<file path="src/rtl/apb_arb_pkg.sv">
// Shared definitions for the two-requester APB request arbiter.
// Holds the FSM state encoding and the default bus widths.
package apb_arb_pkg;

    localparam int ADDR_W_DEF = 32;
    localparam int DATA_W_DEF = 32;

    typedef enum logic [1:0] {
        IDLE  = 2'd0,
        ISSUE = 2'd1,
        WAIT  = 2'd2,
        RESP  = 2'd3
    } arb_state_e;

endpackage

</file>
<file path="src/rtl/rr_arb2.sv">
// Two-way round-robin grant: one-hot or zero grant.
// The pointer remembers who won last, so a tie goes to the other requester.
module rr_arb2
    import apb_arb_pkg::*;
(
    input  logic       PCLK,
    input  logic       PRESETn,
    input  logic [1:0] req,
    input  logic       update,
    output logic [1:0] grant
);

    // 1 = requester 1 was granted last; reset value lets requester 0 win the first tie
    logic last_q;

    always_comb begin
        grant = 2'b00;
        case (req)
            2'b01:   grant = 2'b01;
            2'b10:   grant = 2'b10;
            2'b11:   grant = last_q ? 2'b01 : 2'b10;
            default: grant = 2'b00;
        endcase
    end

    always_ff @(posedge PCLK) begin
        if (!PRESETn) begin
            last_q <= 1'b1;
        end else if (update && (grant != 2'b00)) begin
            last_q <= grant[1];
        end
    end

endmodule

</file>
<file path="src/rtl/apb_req_arbiter.sv">
// Arbitrates two upstream request/response channels onto one APB master request port.
// Handshake: a request moves when valid and ready are both 1 at a PCLK edge; a response likewise.
module apb_req_arbiter
    import apb_arb_pkg::*;
#(
    parameter int ADDR_W = ADDR_W_DEF,
    parameter int DATA_W = DATA_W_DEF
) (
    input  logic              PCLK,
    input  logic              PRESETn,
    input  logic              req0_valid,
    input  logic              req0_write,
    input  logic [ADDR_W-1:0] req0_addr,
    input  logic [DATA_W-1:0] req0_wdata,
    output logic              req0_ready,
    input  logic              req1_valid,
    input  logic              req1_write,
    input  logic [ADDR_W-1:0] req1_addr,
    input  logic [DATA_W-1:0] req1_wdata,
    output logic              req1_ready,
    output logic              rsp0_valid,
    output logic [DATA_W-1:0] rsp0_rdata,
    output logic              rsp0_err,
    input  logic              rsp0_ready,
    output logic              rsp1_valid,
    output logic [DATA_W-1:0] rsp1_rdata,
    output logic              rsp1_err,
    input  logic              rsp1_ready,
    output logic              STREQ,
    output logic              SWRT,
    output logic              SSEL,
    output logic [ADDR_W-1:0] SADDR,
    output logic [DATA_W-1:0] SWDATA,
    input  logic [DATA_W-1:0] SRDATA,
    input  logic              PENABLE,
    input  logic              PREADY,
    input  logic              PSLVERR,
    output arb_state_e        dbg_state
);

    arb_state_e        state_q, state_d;
    logic [1:0]        grant;
    logic              accept;
    logic              done;
    logic              rsp_hs;
    logic              wr_q;
    logic              idx_q;
    logic [ADDR_W-1:0] addr_q;
    logic [DATA_W-1:0] wdata_q;
    logic [DATA_W-1:0] rdata_q;
    logic              err_q;

    rr_arb2 u_rr (
        .PCLK    (PCLK),
        .PRESETn (PRESETn),
        .req     ({req1_valid, req0_valid}),
        .update  (accept),
        .grant   (grant)
    );

    always_comb begin
        state_d    = state_q;
        accept     = 1'b0;
        done       = 1'b0;
        req0_ready = 1'b0;
        req1_ready = 1'b0;
        STREQ      = 1'b0;
        SSEL       = 1'b0;
        rsp0_valid = 1'b0;
        rsp1_valid = 1'b0;
        rsp_hs     = idx_q ? rsp1_ready : rsp0_ready;
        case (state_q)
            IDLE: begin
                // ready is gated by reset so nothing is accepted while PRESETn is low
                if (PRESETn && (grant != 2'b00)) begin
                    accept     = 1'b1;
                    req0_ready = grant[0];
                    req1_ready = grant[1];
                    state_d    = ISSUE;
                end
            end
            ISSUE: begin
                STREQ   = 1'b1;
                SSEL    = 1'b1;
                state_d = WAIT;
            end
            WAIT: begin
                SSEL = 1'b1;
                done = PENABLE && PREADY;
                if (done) state_d = RESP;
            end
            RESP: begin
                rsp0_valid = !idx_q;
                rsp1_valid = idx_q;
                if (rsp_hs) state_d = IDLE;
            end
            default: state_d = IDLE;
        endcase
    end

    always_ff @(posedge PCLK) begin
        if (!PRESETn) state_q <= IDLE;
        else          state_q <= state_d;
    end

    always_ff @(posedge PCLK) begin
        if (!PRESETn) begin
            wr_q    <= 1'b0;
            idx_q   <= 1'b0;
            addr_q  <= '0;
            wdata_q <= '0;
        end else if (accept) begin
            wr_q    <= grant[1] ? req1_write : req0_write;
            idx_q   <= grant[1];
            addr_q  <= grant[1] ? req1_addr  : req0_addr;
            wdata_q <= grant[1] ? req1_wdata : req0_wdata;
        end
    end

    // Response data is zeroed for writes so requesters never see stale bus data
    always_ff @(posedge PCLK) begin
        if (!PRESETn) begin
            rdata_q <= '0;
            err_q   <= 1'b0;
        end else if (done) begin
            rdata_q <= wr_q ? '0 : SRDATA;
            err_q   <= PSLVERR;
        end
    end

    assign SWRT       = wr_q;
    assign SADDR      = addr_q;
    assign SWDATA     = wdata_q;
    assign rsp0_rdata = rdata_q;
    assign rsp1_rdata = rdata_q;
    assign rsp0_err   = err_q;
    assign rsp1_err   = err_q;
    assign dbg_state  = state_q;

endmodule

</file>
<file path="config.mk">
export PLATFORM = sky130hd
export DESIGN_NAME = apb_req_arbiter
export DESIGN_NICKNAME = d
export VERILOG_FILES = /design/src/rtl/apb_arb_pkg.sv /design/src/rtl/rr_arb2.sv /design/src/rtl/apb_req_arbiter.sv
export SDC_FILE = /design/constraint.sdc
export NUM_CORES = 1
export LEC_CHECK = 0
export BUFFER_PORTS_ARGS = -buffer_cell sky130_fd_sc_hd__clkbuf_2
export CAP_MARGIN = 20
export CORE_AREA = 2 2 121 123
export CTS_BUF_LIST = sky130_fd_sc_hd__clkbuf_8
export CTS_CLUSTER_SIZE = 10
export DETAILED_ROUTE_END_ITERATION = 8
export DIE_AREA = 0 0 123 125
export MAX_ROUTING_LAYER = met4
export PLACE_DENSITY = 0.65
export SLEW_MARGIN = 20
export SYNTH_ARGS = -nofsm -noshare
export SYNTH_HDL_FRONTEND = slang
export SYNTH_HIERARCHICAL = 1
export SYNTH_SLANG_ARGS = --single-unit
</file>
<file path="constraint.sdc">
create_clock -name PCLK -period 3.9 [get_ports PCLK]
set_input_delay 0.78 -clock PCLK [delete_from_list [all_inputs] [get_ports PCLK]]
set_output_delay 0.78 -clock PCLK [all_outputs]
set_load 0.05 [all_outputs]
</file>
Word level (Yosys, flattened, before mapping)
Index checks and enable logic that the tools add are counted.
{ "word_totals": {"regBits": 102, "inputBits": 171, "output_inout_bits": 139, "word_cells": 47} }
{ "classes": {"n_eq_ne": 9, "muxes": 22, "reduce_logical": 8} }
{ "op_table": {"columns": ["operator", "count"], "rows": [
  ["32-bit 2-to-1 mux", 3],
  ["1-bit 2-to-1 mux", 13],
  ["2-bit equality test, second input constant", 4],
  ["2-bit 2-to-1 mux", 4],
  ["2-bit case mux with 4 select lines", 1],
  ["2-bit inequality test, second input constant", 3],
  ["2-bit case mux with 3 select lines", 1],
  ["2-bit by 1-bit equality test with 1-bit output, second input constant", 2],
  ["1-bit logical AND", 3],
  ["3-bit AND reduction", 1],
  ["2-bit logical NOT", 1],
  ["2-bit nonzero test", 1],
  ["2-bit OR reduction", 1],
  ["1-bit logical NOT", 1]
]} }

Depth between registers and ports, before layout
{ "logic_depth": {"word_depth": 7, "mapped_depth": 8, "depth_no_buf": 5} }

Cells and area by module
Netlist, hierarchy kept.
{ "modules_own_cells": {"columns": ["module", "n_inst", "cells_each", "area_per_inst_um2", "seq_area_each_um2"], "rows": [
  ["apb_req_arbiter", 1, 499, 4890.9, 2021.9],
  ["rr_arb2", 1, 7, 58.8, 20.0]
]} }

Least setup slack after synthesis
OpenSTA, ideal clock, no wires.
{ "synth_timing": {"path_kind": "input to output", "startpoint": "input req1_valid", "endpoint": "output req1_ready", "t_arrival_ps": 1966, "t_required_ps": 3120, "slack_ps": 1154, "path_stages": 5, "n_path_buf": 3, "cell_sequence": "a21boi_0 > buf_2 > buf_6 > buf_2 > and3_1"} }
{ "synth_between": {"elab_chain_cells": 6, "elab_cells_between_ends": 8, "cone_classes": "3 x eq/ne; 3 x mux; 2 x reduce/logical"} }
{ "synth_lines": {"columns": ["item", "line_no", "rtl"], "rows": [
  ["start, declared", "apb_req_arbiter.sv:16", "input logic req1_valid,"],
  ["2-bit equality test / 2-bit by 1-bit equality test with 1-bit output (equally long branches)", "rr_arb2.sv:18", "case (req)"],
  ["2-bit case mux with 3 select lines (*)", "rr_arb2.sv:18", null],
  ["2-bit nonzero test", "apb_req_arbiter.sv:75", "if (PRESETn && (grant != 2'b00)) begin"],
  ["1-bit logical AND", "apb_req_arbiter.sv:75", null],
  ["1-bit 2-to-1 mux (*)", "apb_req_arbiter.sv:75", null],
  ["1-bit 2-to-1 mux (*)", "apb_req_arbiter.sv:72", "case (state_q)"],
  ["end, declared", "apb_req_arbiter.sv:20", "output logic req1_ready,"]
]} }
Mark *: on every way between the ends. The rest lies on a longest branch, timed or not.

Worst setup path after layout
{ "layout_timing": {"startpoint": "input req0_valid", "endpoint": "output req0_ready"} }
{ "layout_between": {"elab_chain_cells": 6, "elab_cells_between_ends": 8, "cone_classes": "3 x eq/ne; 3 x mux; 2 x reduce/logical"} }
{ "layout_lines": {"columns": ["item", "line_no", "rtl"], "rows": [
  ["start, declared", "apb_req_arbiter.sv:11", "input logic req0_valid,"],
  ["2-bit equality test / 2-bit by 1-bit equality test with 1-bit output (equally long branches)", "rr_arb2.sv:18", null],
  ["2-bit case mux with 3 select lines (*)", "rr_arb2.sv:18", null],
  ["named net grant[0]", "apb_req_arbiter.sv:42", "logic [1:0] grant;"],
  ["2-bit nonzero test", "apb_req_arbiter.sv:75", null],
  ["1-bit logical AND", "apb_req_arbiter.sv:75", null],
  ["1-bit 2-to-1 mux (*)", "apb_req_arbiter.sv:75", null],
  ["1-bit 2-to-1 mux (*)", "apb_req_arbiter.sv:72", null],
  ["end, declared", "apb_req_arbiter.sv:15", "output logic req0_ready,"]
]} }
The timed path passes the listed nets; every way through them passes the cells marked *.

==> results summary <==
The worst slew margin relative to its limit is 48.5%. The area fraction of the dominant cell type after synthesis is 41.3%. Counting distinct cell types in the post-synthesis netlist gives 24. The worst hold path belongs to the class register to register. The sequential-to-total area share from yosys stat is 41.3%.

The final worst-path cycle share came out at 65.2%. The number of gates resized after cts is 0. The initial antenna violation count is 0. The count of input and output buffers is 309. The analysis attributes to cell leakage a power of 3.74 nW. The vias per cell is 4.77. The largest voltage drop on the vdd net came out at 0.302 mV. The critical path is of the primary input to output pin type. The cell chosen for the clock root is sky130_fd_sc_hd__clkbuf_8. The number of nets in the layout came out at 932. In the synthesized netlist the dominant register cell turns out to be sky130_fd_sc_hd__dfxtp_1. The fraction of the mapped netlist area in adder cells is 1.26%. Yosys attributes the largest share of cell area to sky130_fd_sc_hd__dfxtp_1 (41%), sky130_fd_sc_hd__mux2i_1 (14%), sky130_fd_sc_hd__o211a_1 (13%).

The reported max-cap violation count came out at 0. The number of endpoints failing setup at the final stage came out at 0. The clock tree synthesis step divided the H-tree into 3 levels. Setup repair after global routing left no endpoint under its margin. The hold buffer count at cts is 0. STA classifies the critical path endpoint as an output pin. During synthesis, Yosys emitted a total of 6 warnings. The area added between synthesis and finish came out at 31.2%.

The number of antenna diodes in the final layout is 0. The flip-flop and latch count after synthesis is 102. The HPWL after detailed placement is 9700 µm. Detailed routing inserted a total of 4507 vias.

The post-CTS setup repair buffer count is 0. TritonCTS built the clock tree. The total clock sinks is 102.

After synthesis, the share of flip-flops with an asynchronous set or reset is 0%. The smallest hold slack came out at 464 ps. The boundary pin count came out at 310. The proportion of layout cells with a drive suffix above 1 came out at 44.0%. At the end of routability-driven placement, the weighted congestion stood at 0.777. Buffers inserted during clock tree synthesis total 9. The complex-gate fraction of the synthesized area is 19.5%. Synthesis produced a netlist whose cell count is 506. The die area is 15400 µm². The number of DRC markers after the initial detailed-route iteration came out at 166. The region available for standard cell placement spans 14200 µm². The die is 125 µm tall.

The number of flops mapped to enable cells by yosys came out at 0. The required time of the worst setup path came out at 3120 ps. The routed design has 13000 µm of wire. The post-detailed-route count of antenna-violating nets is 0. The floorplan has 44 rows. The global routing usage summed across all routing layers came out at 17.0%.

The multiplexer fraction of the synthesized cell area is 13.8%. The die is 123 µm wide. Dividing total power by cell area gives a power density of 544 nW/µm². The worst setup path is launched from a primary input. The xor-xnor portion of the synthesized cell area is 0%.

Yosys instantiated no cell more often than sky130_fd_sc_hd__nand2_1. The final-report max-slew violation count came out at 0. The clock slew seen by the registers of the worst setup and hold paths is 90 ps. The cell area that synthesis handed to floorplanning was 4950 µm². The maximum buffer depth of the clock tree is 2. The worst setup skew after layout came out at 12.2 ps. The data arrival time of the worst path came out at 1760 ps. The run finished with clean final reports. The remaining global-route overflow came out at 0. In the final timing run, aggregate negative setup slack is 0 ps. The time the worst path needs with I/O delays and setup came out at 2540 ps. The commonest cells after synthesis are sky130_fd_sc_hd__nand2_1 (104), sky130_fd_sc_hd__dfxtp_1 (102), sky130_fd_sc_hd__mux2i_1 (68). After synthesis, the largest family of logic cells by area is compound AO/OA/AOI/OAI gates. The area fraction in and, or, nand and nor cells after synthesis is 13.6%. The insertion delay to the later sink of the worst-skew pair came out at 380 ps.

The biggest fanout along the worst timing path came out at 3. The highest clock rate came out at 393 MHz. The largest total area in the synthesized netlist belongs to sky130_fd_sc_hd__dfxtp_1. The slew at the pin closest to its max-slew limit came out at 772 ps. The via count of the first global-routing pass came out at 4181. The total iterations of the first detailed-routing run is 4.

The synthesized net count came out at 682. The initial cell density of the core came out at 34.8%. The routed length per instance is 13.7 µm. The mean area per synthesized cell came out at 9.78 µm². The global-route wire length before repair came out at 20300 µm.

The DRC violations left is 0. The pin count of the biggest net entering global routing came out at 74. The count of final hold-check violations is 0.
==> path summary, 6_finish.rpt <==
| path | slack [ps] | end | startpoint | cells after the start |
|---|---|---|---|---|
| setup / recovery | 1360 | req0_ready | req0_valid | 4 |
| hold / removal | 460 | rsp0_rdata[17] | rsp0_rdata[17] | 2 |
| hold reg to reg | 460 | rsp0_rdata[17] | rsp0_rdata[17] | 2 |
| setup reg to reg | 1670 | SWDATA[1] | u_rr/last_q | 6 |
==> worst max-delay path, stage by stage <==
cell                       delay (ps)
sky130_fd_sc_hd__clkbuf_2         120
sky130_fd_sc_hd__a21boi_0         370
sky130_fd_sc_hd__and3_1           220
sky130_fd_sc_hd__clkbuf_2         270
==> cell usage in the layout, fill, tap and decap left out <==
cell type and instances:
sky130_fd_sc_hd__a21boi_0 1, sky130_fd_sc_hd__o21ai_2 1, sky130_fd_sc_hd__and3_1 4, sky130_fd_sc_hd__o21ai_0 1
sky130_fd_sc_hd__mux2i_1 68, sky130_fd_sc_hd__a21boi_1 33, sky130_fd_sc_hd__o211a_4 1, sky130_fd_sc_hd__and2_1 1
sky130_fd_sc_hd__inv_6 1, sky130_fd_sc_hd__clkbuf_2 308, sky130_fd_sc_hd__inv_1 4, sky130_fd_sc_hd__nand3b_1 32
sky130_fd_sc_hd__clkinv_4 3, sky130_fd_sc_hd__nand3_1 1, sky130_fd_sc_hd__dfxtp_1 102, sky130_fd_sc_hd__buf_12 2
sky130_fd_sc_hd__nand2_1 104, sky130_fd_sc_hd__a222oi_1 1, sky130_fd_sc_hd__o211a_1 65, sky130_fd_sc_hd__ha_1 5
sky130_fd_sc_hd__o21ai_1 1, sky130_fd_sc_hd__o21bai_1 1, sky130_fd_sc_hd__nor2b_1 1, sky130_fd_sc_hd__a21boi_4 1
sky130_fd_sc_hd__clkinv_2 1, sky130_fd_sc_hd__a21oi_1 1, sky130_fd_sc_hd__clkbuf_8 9, sky130_fd_sc_hd__clkinvlp_4 1
sky130_fd_sc_hd__buf_4 7
==> state kept, by name, summed over array words and instances (netlist names) <==
| register | count |
|---|---|
| SADDR | 32 |
| SWDATA | 32 |
| SWRT | 1 |
| dbg_state | 2 |
| idx_q | 1 |
| rsp0_err | 1 |
| rsp0_rdata | 32 |
| u_rr/last_q | 1 |
==> through the flow <==
step	utilization [%]	area, µm²	setup WS [ps]	std cells	total power, mW
final	45.7	6490	1360	945	3.53
after global routing	45.7	6490	1270	945	3.73
after CTS	45.7	6490	1350	945	3.58
after detailed placement	44.5	6320	1200	929	2.96
after global placement	44.5	6320	1210	929	2.95
after floorplan	-	4950	1150	506	2.60
==> cells by family after synthesis <==
| kind of cell | after synthesis |
|---|---|
| mux | 68 |
| fa+ha+maj | 5 |
| buf+inv | 81 |
| flops | 102 |
| compound gates | 107 |
| simple gates | 143 |
==> power breakdown <==
part / internal, mW / switching (mW)
sequential: 1.22 / 0.107
combinational: 0.455 / 1.14
clock: 0.234 / 0.380
total: 1.91 / 1.62
==> area by class of cell <==
type                    instances  area [µm²]
fillers                      1422        7710
multi-input cells             323        2400
flip-flops and latches        102        2040
repair buffers                317        1630
well taps                     184         230
clock buffers                   9         124
clock inverters                 7        51.3
inverters                       3        11.3
==> routing by layer <==
layer | share of wire [%] | track usage (%)
met4 | 2.0 | 6.55
met2 | 49 | 28.8
met3 | 6.8 | 3.10
met5 | 0 | -
met1 | 43 | 19.8
Power figures use the tool's default switching activity.
